===== src/rtl/rr_read_switch_pkg.sv =====
// Shared sizing helpers and pipeline types for the round-robin BRAM read crossbar.
package meduram_pkg;

  localparam int unsigned MAX_ID_W   = 16;
  localparam int unsigned MAX_BANK_W = 16;

  function automatic int unsigned idx_width(input int unsigned n);
    return (n > 1) ? $clog2(n) : 1;
  endfunction

  function automatic int unsigned sel_width(input int unsigned nb_wr, input int unsigned wrcol);
    return idx_width(nb_wr) + ((wrcol != 0) ? 1 : 0);
  endfunction

  typedef logic [MAX_ID_W-1:0] agent_id_t;

  typedef struct packed {
    logic                  valid;
    logic [MAX_BANK_W-1:0] bank;
    logic                  wrcol;
    logic                  stalled;
  } rd_stage_t;

endpackage


===== src/rtl/rr_read_switch_arbiter.sv =====
// Combinational round-robin arbiter: one-hot grant and winner id, pointer advances past each winner.
module rr_arbiter
  import meduram_pkg::*;
#(
  parameter int unsigned N = 4
) (
  input  logic         aclk,
  input  logic         aresetn,
  input  logic [N-1:0] req,
  output logic [N-1:0] grant,
  output logic         granted,
  output agent_id_t    winner
);

  localparam int unsigned IW = idx_width(N);
  localparam int unsigned CW = IW + 1;

  logic [IW-1:0] ptr;
  logic [IW-1:0] win;
  logic [CW-1:0] cand;

  // Search order starts at ptr and wraps modulo N (N need not be a power of two).
  always_comb begin
    grant   = '0;
    granted = 1'b0;
    win     = '0;
    cand    = '0;
    for (int unsigned k = 0; k < N; k++) begin
      cand = {1'b0, ptr} + CW'(k);
      if (cand >= CW'(N)) cand = cand - CW'(N);
      if (!granted && req[cand[IW-1:0]]) begin
        granted = 1'b1;
        win     = cand[IW-1:0];
      end
    end
    if (granted) grant[win] = 1'b1;
  end

  always_ff @(posedge aclk or negedge aresetn) begin
    if (!aresetn) ptr <= '0;
    else if (granted) ptr <= (win == IW'(N - 1)) ? '0 : win + 1'b1;
  end

  assign winner = agent_id_t'(win);

endmodule


===== src/rtl/rr_read_switch.sv =====
// Read crossbar: NB_RDAGENT agents share NB_WRAGENT BRAM banks through per-bank
// round-robin arbiters; granted reads return RD_LATENCY+1 cycles later with collision flags.
module rr_read_switch
  import meduram_pkg::*;
#(
  parameter int unsigned ADDR_WIDTH      = 8,
  parameter int unsigned DATA_WIDTH      = 8,
  parameter int unsigned NB_WRAGENT      = 2,
  parameter int unsigned NB_RDAGENT      = 4,
  parameter int unsigned WRITE_COLLISION = 1,
  parameter int unsigned RD_LATENCY      = 1,
  parameter int unsigned SELECT_WIDTH    = sel_width(NB_WRAGENT, WRITE_COLLISION)
) (
  input  logic                               aclk,
  input  logic                               aresetn,
  output logic [NB_WRAGENT-1:0]              s_rden,
  output logic [NB_WRAGENT*ADDR_WIDTH-1:0]   s_rdaddr,
  input  logic [NB_WRAGENT*DATA_WIDTH-1:0]   s_rddata,
  input  logic [NB_RDAGENT*SELECT_WIDTH-1:0] bank_select,
  input  logic [NB_RDAGENT-1:0]              m_rden,
  input  logic [NB_RDAGENT*ADDR_WIDTH-1:0]   m_rdaddr,
  output logic [NB_RDAGENT-1:0]              m_rdready,
  output logic [NB_RDAGENT-1:0]              m_rdvalid,
  output logic [NB_RDAGENT*DATA_WIDTH-1:0]   m_rddata,
  output logic [NB_RDAGENT*2-1:0]            m_rdcollision
);

  localparam int unsigned IDXW = idx_width(NB_WRAGENT);

  logic [IDXW-1:0]       bank_idx  [NB_RDAGENT];
  logic [NB_RDAGENT-1:0] wrcol;
  logic [NB_RDAGENT-1:0] waited;
  logic [NB_RDAGENT-1:0] req       [NB_WRAGENT];
  logic [NB_RDAGENT-1:0] grant     [NB_WRAGENT];
  agent_id_t             winner    [NB_WRAGENT];
  logic [DATA_WIDTH-1:0] bank_data [NB_WRAGENT];
  rd_stage_t             pipe      [NB_RDAGENT][RD_LATENCY];
  rd_stage_t             tail      [NB_RDAGENT];

  // Requests are masked while in reset so no agent sees a grant.
  always_comb begin
    for (int unsigned b = 0; b < NB_WRAGENT; b++) req[b] = '0;
    for (int unsigned i = 0; i < NB_RDAGENT; i++) begin
      bank_idx[i] = bank_select[i*SELECT_WIDTH +: IDXW];
      wrcol[i]    = (WRITE_COLLISION != 0) && bank_select[i*SELECT_WIDTH + SELECT_WIDTH - 1];
      for (int unsigned b = 0; b < NB_WRAGENT; b++)
        if (aresetn && m_rden[i] && (bank_idx[i] == IDXW'(b))) req[b][i] = 1'b1;
    end
  end

  for (genvar b = 0; b < NB_WRAGENT; b++) begin : g_bank
    rr_arbiter #(.N(NB_RDAGENT)) u_arb (
      .aclk    (aclk),
      .aresetn (aresetn),
      .req     (req[b]),
      .grant   (grant[b]),
      .granted (s_rden[b]),
      .winner  (winner[b])
    );
    assign bank_data[b] = s_rddata[b*DATA_WIDTH +: DATA_WIDTH];
  end

  always_comb begin
    s_rdaddr  = '0;
    m_rdready = '0;
    for (int unsigned b = 0; b < NB_WRAGENT; b++) begin
      if (s_rden[b])
        s_rdaddr[b*ADDR_WIDTH +: ADDR_WIDTH] = m_rdaddr[winner[b]*ADDR_WIDTH +: ADDR_WIDTH];
      m_rdready = m_rdready | grant[b];
    end
  end

  always_comb begin
    for (int unsigned i = 0; i < NB_RDAGENT; i++) tail[i] = pipe[i][RD_LATENCY-1];
  end

  always_ff @(posedge aclk or negedge aresetn) begin
    if (!aresetn) begin
      waited        <= '0;
      m_rdvalid     <= '0;
      m_rddata      <= '0;
      m_rdcollision <= '0;
      for (int unsigned i = 0; i < NB_RDAGENT; i++)
        for (int unsigned s = 0; s < RD_LATENCY; s++) pipe[i][s] <= '0;
    end else begin
      for (int unsigned i = 0; i < NB_RDAGENT; i++) begin
        if (m_rden[i] && !m_rdready[i]) waited[i] <= 1'b1;
        else if (m_rdready[i])          waited[i] <= 1'b0;
        // A granted request is never stalled in its grant cycle, so the stall flag is just waited.
        pipe[i][0] <= '{valid:   m_rdready[i],
                        bank:    MAX_BANK_W'(bank_idx[i]),
                        wrcol:   wrcol[i],
                        stalled: waited[i]};
        for (int unsigned s = 1; s < RD_LATENCY; s++) pipe[i][s] <= pipe[i][s-1];
        m_rdvalid[i] <= tail[i].valid;
        if (tail[i].valid) begin
          m_rddata[i*DATA_WIDTH +: DATA_WIDTH] <= bank_data[tail[i].bank[IDXW-1:0]];
          m_rdcollision[i*2 +: 2]              <= {tail[i].stalled, tail[i].wrcol};
        end
      end
    end
  end

  if ((1 << IDXW) > NB_WRAGENT) begin : g_sel_chk
    for (genvar i = 0; i < NB_RDAGENT; i++) begin : g_agent
      a_sel_range: assert property (@(posedge aclk) disable iff (!aresetn)
        !(m_rden[i] && (bank_idx[i] >= IDXW'(NB_WRAGENT))));
    end
  end

endmodule

===== config.mk =====
export PLATFORM = sky130hd
export DESIGN_NAME = rr_read_switch
export DESIGN_NICKNAME = d
export VERILOG_FILES = /design/src/rtl/rr_read_switch_pkg.sv /design/src/rtl/rr_read_switch_arbiter.sv /design/src/rtl/rr_read_switch.sv
export SDC_FILE = /design/constraint.sdc
export NUM_CORES = 1
export LEC_CHECK = 0
export CELL_PAD_IN_SITES_DETAIL_PLACEMENT = 1
export CELL_PAD_IN_SITES_GLOBAL_PLACEMENT = 2
export CORE_ASPECT_RATIO = 0.8
export CORE_MARGIN = 2
export CORE_UTILIZATION = 30
export CTS_BUF_LIST = sky130_fd_sc_hd__clkbuf_8
export DETAILED_ROUTE_END_ITERATION = 10
export PLACE_DENSITY_LB_ADDON = 0.1
export RECOVER_POWER = 100
export SYNTH_ARGS = -nofsm -noshare
export SYNTH_HDL_FRONTEND = slang
export SYNTH_SLANG_ARGS = --single-unit
export TNS_END_PERCENT = 1

===== constraint.sdc =====
create_clock -name aclk -period 2.7 [get_ports aclk]
set_clock_uncertainty 0.1 [all_clocks]
set_input_delay 0.405 -clock aclk [delete_from_list [all_inputs] [get_ports aclk]]
set_output_delay 0.405 -clock aclk [all_outputs]
set_load 0.02 [all_outputs]

==> impl_metrics.yaml, run 1 <==
critical_path:
  cp.arrival_ps: 2140
  cpLargestDelayFamily: "buffers and inverters"
  crit_buf_inv: 6
  cp_max_fo: 6
  cp-start-kind: "input port"
  path_common_cell: "buf_4"
  cp.required_ps: 2190
  cp-end-kind: "output port"
  slowest_stage: "dlygate4sd2_1"
  cpPeakStageDelay_ps: 350
  critPathKind: "input port to output port"
  cp_cell_sequence: "dlygate4sd2_1 -> a22o_1 -> buf_4 -> o21ai_1 -> inv_2 -> buf_4 -> buf_4 -> dlygate4sd2_1"
clock_network:
  cts_tree: "yes"
  cts-buffers-inserted: 9
  cts.sinks: 68
  cts-htree-levels: 3
  clk_path_buf_depth: 2
  cts.clk_slew.worst_paths_ps: 70
  cts_root_buf: "clkbuf_8"
  clk_latency_ps: 350
placed_design:
  post-place-ws_ps: -579
  detailed_place_hpwl_um: 9610
  numPortBuffers: 127
  gp_congestion: 0.838
  placed_cell_area_um2: 5290
sta:
  whs_ps: 111
  slew_headroom_pct: 35.6
  setup_viol: 0
  slew_viol_final: 0
  tightest_slew_ps: 967
  fin_crit_ps: 2640
  period_share_pct: 97.9
  setup_slack_ps: 57.7
  fmax_ghz: 0.378
  finalHoldViolCount: 0
  grt_setup_unrepaired: "yes"
synthesis:
  syn_inst: 357
  ys_warn_count: 0
  ys_ff_latch: 68
  synth_top_area_cell: "dfrtp_1"
  yosysUniqueCellTypes: 45
  synth_top_area_share_pct: 46.8
  synthArstFlopShare_pct: 100
  ys_seq_area_share_pct: 46.8
  synth-edff-count: 0
  synth_area_per_cell_um2: 10.2
  synthFlopType: "dfrtp_1"
  synthTopCellsByArea: "dfrtp_1 47%, mux2i_1 11%, nor2_1 5.5%, a21oi_1 5.2%, a22oi_1 3.5%"
  syn-num-nets: 423
  syn-cell-area_um2: 3640
die:
  initial_core_util_pct: 31.1
  ios: 128
  dieArea_um2: 13000
  rows: 35
  die_w_um: 127
  fp.dieH_um: 103
  core-area_um2: 11700
grt:
  antenna_found_initial: 0
  grt_overflow: 0
  track_usage_pct: 20.3
  grt_pass1_vias: 3684
  grt_pass1_wl_um: 20200
  grt_max_degree: 42
finish:
  layout_commonest_cell: "dfrtp_1"
  drive_above_1_share_pct: 22.9
  fin_util_pct: 48.0
  design_area_um2: 5620
  layout_common_cells: "66 x dfrtp_1, 53 x nor2_1, 51 x dlygate4sd3_1, 48 x clkdlybuf4s50_1, 42 x buf_4"
  area_growth_pct: 54.3
  antenna_cells: 0
  nets: 590
routing:
  wire_per_inst_um: 18.9
  route.vias.total: 3482
  ant_nets: 0
  drt_iter0_drc: 172
  dr.pass1.iters: 4
  via_per_inst: 5.14
  drcViolationCount: 0
  routed_wirelength_um: 12800
pwr:
  peakVddDrop_mv: 0.393
  p_leak_uw: 0.00248
  p_per_area_nw_per_um2: 690
min_path:
  min-delay-path-class: "input port to asynchronous set/reset pin"
flow_run:
  maxCapViolations: 0
run_status:
  outcome: "finished clean"
[registers in the layout, summed over array words and instances, names as in the netlist]
signal / cells
g_bank.u_arb.ptr: 4
m_rdcollision: 8
m_rddata: 32
m_rdvalid: 4
pipe: 16
waited: 4
[path summary, 6_finish.rpt]
check	start	endpoint	slack, ps	cells after the start
worst max-delay path	m_rden[2]	s_rden[1]	60	8
worst min-delay path	aresetn	m_rdcollision[4]	110	2
worst max register to register	g_bank[0].u_arb.ptr[1]	waited[0]	730	10
worst min register to register	waited[2]	pipe[19]	280	0
max in group asynchronous	aresetn	g_bank[1].u_arb.ptr[0]	1040	3
min in group aclk	waited[2]	pipe[19]	280	0
[routing by layer]
layer	GRT usage [%]	part of all wire, %
met3	4.77	6.1
met1	29.5	48
met4	6.26	1.3
met2	30.1	44
met5	0	0
[kinds of logic (layout without fill, tap and decap cells)]
| kind of cell | count (synthesis) | after routing | synth area share [%] |
|---|---|---|---|
| and+or+nand+nor | 95 | 95 | 12.8 |
| buffers and inverters | 38 | 208 | 5.50 |
| DFF | 68 | 68 | 46.8 |
| adders and majority gates | 4 | 4 | 1.38 |
| muxes | 48 | 48 | 13.5 |
| AOI/OAI and AO/OA | 104 | 106 | 20.1 |
[where the power goes]
group,internal (µW),switching [µW],total [µW]
clock,638,385,1020
sequential,1260,179,1430
combinational,656,765,1420
total,2550,1330,3880
[what timing repair did]
item,in CTS,in global routing
setup endpoints to repair,22,20
hold buffers,3,0
endpoints found under the hold margin,5,0
buffers inserted,7,0
gates cloned,3,0
gates resized for setup,101,15
pin swaps,7,1
[synth_stat cells (2+ instances only)]
library cell,count
nand2b_1,2
buf_2,4
a211o_1,2
mux2_2,8
a21oi_1,38
o21ai_0,3
inv_2,3
mux2i_1,40
o21ai_2,4
nor2_1,53
a22oi_1,17
a22o_1,3
o22ai_1,9
nand2_2,3
and3_1,17
buf_4,4
buf_1,2
ha_1,4
o221ai_1,10
and2_1,2
dfrtp_1,68
o21ai_1,6
inv_1,7
buf_6,5
clkbuf_1,13
nand3_1,2
nor2b_1,3
nand2_1,8
[final cells by class]
type                       instances  area (µm²)
fill                            1316        6080
multi-input combinational        253        1830
sequential                        68        1700
timing repair buffer             182        1610
tap                              148         185
clock buffer                      10         138
clock inverter                     6         111
inverter                          10        37.5
[per-stage QoR]
step                      setup TNS [ps]  std cells  total power [µW]
after global placement            -11150        648              2900
after global routing                -218        677              4110
after detailed placement          -11490        648              2940
after floorplan                        0        357              2140
after CTS                              0        677              4020
final                                  0        677              3880
[worst register-to-register path, stage by stage, from the launching register on]
cell and delay (ps):
dfrtp_2 440, and2_1 190, o22ai_1 120, o21ai_1 100
o21ai_2 140, buf_4 160, inv_1 70, ha_1 190
o2bb2ai_2 160, buf_4 150, nor2_1 90
Power figures use the tool's default switching activity.
==> inputs of run 2 (changes only) <==
--- a/config.mk
+++ b/config.mk
@@ -5,11 +5,11 @@
 export SDC_FILE = /design/constraint.sdc
 export NUM_CORES = 1
 export LEC_CHECK = 0
-export CELL_PAD_IN_SITES_DETAIL_PLACEMENT = 1
-export CELL_PAD_IN_SITES_GLOBAL_PLACEMENT = 2
+export CELL_PAD_IN_SITES_DETAIL_PLACEMENT = 0
+export CELL_PAD_IN_SITES_GLOBAL_PLACEMENT = 1
 export CORE_ASPECT_RATIO = 0.8
 export CORE_MARGIN = 2
-export CORE_UTILIZATION = 30
+export CORE_UTILIZATION = 38
 export CTS_BUF_LIST = sky130_fd_sc_hd__clkbuf_8
 export DETAILED_ROUTE_END_ITERATION = 10
 export PLACE_DENSITY_LB_ADDON = 0.1
@@ -17,4 +17,3 @@
 export SYNTH_ARGS = -nofsm -noshare
 export SYNTH_HDL_FRONTEND = slang
 export SYNTH_SLANG_ARGS = --single-unit
-export TNS_END_PERCENT = 1
==> run 2 against run 1 <==
  * Clock power decreased by 5%
  * Clock-buffer cell count increased by 2
  * Core utilization increased by 14 points
  * Non-clock buffer count increased by 3
  * Critical path depth increased by 1
  * Final cell count decreased by 4.1%
  * Combinational power increased by 3%
  * Highest routed layer unchanged
==> impl_metrics.yaml, run 2 (synthesized netlist as in run 1, its figures left out) <==
sta:
  finalHoldViolCount: 0
  setup_tns_ps: 0
  tightest_slew_ps: 1230
  slew_viol_final: 0
  fmax_ghz: 0.379
  fin_crit_ps: 2640
  slew_headroom_pct: 18.0
  setup_viol: 0
  period_share_pct: 97.6
grt:
  grt_max_degree: 34
  grt_pass1_vias: 3507
  grt_overflow: 0
  grt_pass1_wl_um: 19000
  antenna_found_initial: 0
  track_usage_pct: 23.5
critical_path:
  crit_buf_inv: 3
  critPathKind: "flop to output port"
  slowest_stage: "dfrtp_1"
  cpPeakStageDelay_ps: 460
  reg2reg_to: "waited[1]"
  cp.arrival_ps: 2130
  reg2reg_depth: 11
  r2r-start: "g_bank[0].u_arb.ptr[0]"
  cpLargestDelayFamily: "compound AO/OA/AOI/OAI gates"
  cp-end-kind: "output port"
  cp-start-kind: "flop"
  cp_cell_sequence: "and2_1 -> o22ai_2 -> o21ai_1 -> o21ai_2 -> buf_6 -> ha_1 -> inv_1 -> o21ai_2 -> buf_6"
  r2r_slack_ps: 590
  cp.required_ps: 2190
  cp_max_fo: 6
pwr:
  p_leak_uw: 0.00255
  finalPower_uw: 3870
  p_per_area_nw_per_um2: 674
  peakVddDrop_mv: 0.482
die:
  fp.dieH_um: 91.5
  dieArea_um2: 10400
  ios: 128
  initial_core_util_pct: 39.6
  die_w_um: 113
  rows: 31
  core-area_um2: 9190
finish:
  area_growth_pct: 57.6
  antenna_cells: 0
  nets: 595
  drive_above_1_share_pct: 26.8
  layout_common_cells: "67 x dfrtp_1, 53 x nor2_1, 49 x dlygate4sd3_1, 48 x clkdlybuf4s50_1, 45 x buf_4"
  fill_cells: 754
  largest_reg_flops: 32
  reg_top3: "m_rddata (32), pipe (16), m_rdcollision (8)"
  top_register: "m_rddata"
  layout_commonest_cell: "dfrtp_1"
  fin_util_pct: 62.4
routing:
  drcViolationCount: 0
  dr.pass1.iters: 5
  route.vias.total: 3528
  drt_iter0_drc: 255
  via_per_inst: 5.44
  ant_nets: 0
  wire_per_inst_um: 18.6
  routed_wirelength_um: 12100
clock_network:
  clk_latency_ps: 340
  clk_path_buf_depth: 2
  cts-htree-levels: 3
  cts.clk_slew.worst_paths_ps: 80
  cts_tree: "yes"
  cts-buffers-inserted: 9
  cts.sinks: 68
  cts_root_buf: "clkbuf_8"
placed_design:
  gp_congestion: 0.865
  numPortBuffers: 127
  detailed_place_hpwl_um: 8430
flow_run:
  maxCapViolations: 0
run_status:
  outcome: "finished clean"
min_path:
  min-delay-path-class: "input port to asynchronous set/reset pin"
-- run 2: changes by cell type in the layout (fill, tap and decap cells not counted), moves of 3 or more --
| cell | delta |
|---|---|
| clkbuf_2 | -11 |
| buf_2 | +10 |
| dlygate4sd2_1 | -5 |
| o22ai_1 | -5 |
| o22ai_2 | +5 |
| a22oi_1 | -3 |
| a22oi_2 | +3 |
| buf_4 | +3 |
| dlymetal6s2s_1 | +3 |
-- run 2: cell type report --
class                   instances  area, µm²  share of cell area, %
well taps                     115        144                   2.51
inverters                      10       37.5                  0.654
flip-flops and latches         68       1700                   29.7
clock inverters                 4       71.3                   1.24
clock buffers                  12        165                   2.88
repair buffers                185       1640                   28.7
multi-input cells             255       1970                   34.4
-- run 2: worst max path at each step --
stage	startpoint	endpoint	slack [ps]	cells past startpoint
after floorplan	aresetn	m_rdready[3]	460	9
after global placement	m_rden[3]	s_rdaddr[12]	-520	8
after detailed placement	m_rden[3]	s_rdaddr[10]	-550	8
after CTS	bank_select[0]	s_rdaddr[14]	3	8
after global routing	g_bank[0].u_arb.ptr[0]	m_rdready[1]	-60	9
final	g_bank[0].u_arb.ptr[0]	m_rdready[1]	60	9
-- run 2: power breakdown --
group | internal [µW] | switching, µW | leakage [µW]
logic | 678 | 786 | 0.00166
clock network | 593 | 376 | 0.000120
registers | 1250 | 178 | 0.000767
-- run 2: timing repair --
action / 4_1_cts / 5_1_grt
setup endpoints to repair: 22 / 22
endpoints found under the hold margin: 1 / 1
hold buffers: 1 / 1
gates resized for setup: 119 / 26
cloned: 4 / 0
pin swaps: 10 / 11
buffers inserted: 4 / 6
-- run 2: per-stage QoR --
step	cells	hold WS (ps)	setup slack [ps]	area, µm²
global route	649	115	-56.7	5740
floorplan	357	9.41	456	3640
global placement	618	262	-522	5260
finish	649	91.2	64.4	5740
CTS	643	28.7	3.42	5620
detailed placement	618	269	-552	5260
-- run 2: metal layers --
metal | global-route usage [%] | vias to the layer above | part of all wire [%]
li1 | - | 1649 | -
met1 | 35.7 | 1706 | 49
met2 | 32.9 | 152 | 43
met3 | 6.41 | 21 | 6.6
met4 | 5.79 | 0 | 1.1
met5 | 0 | - | 0
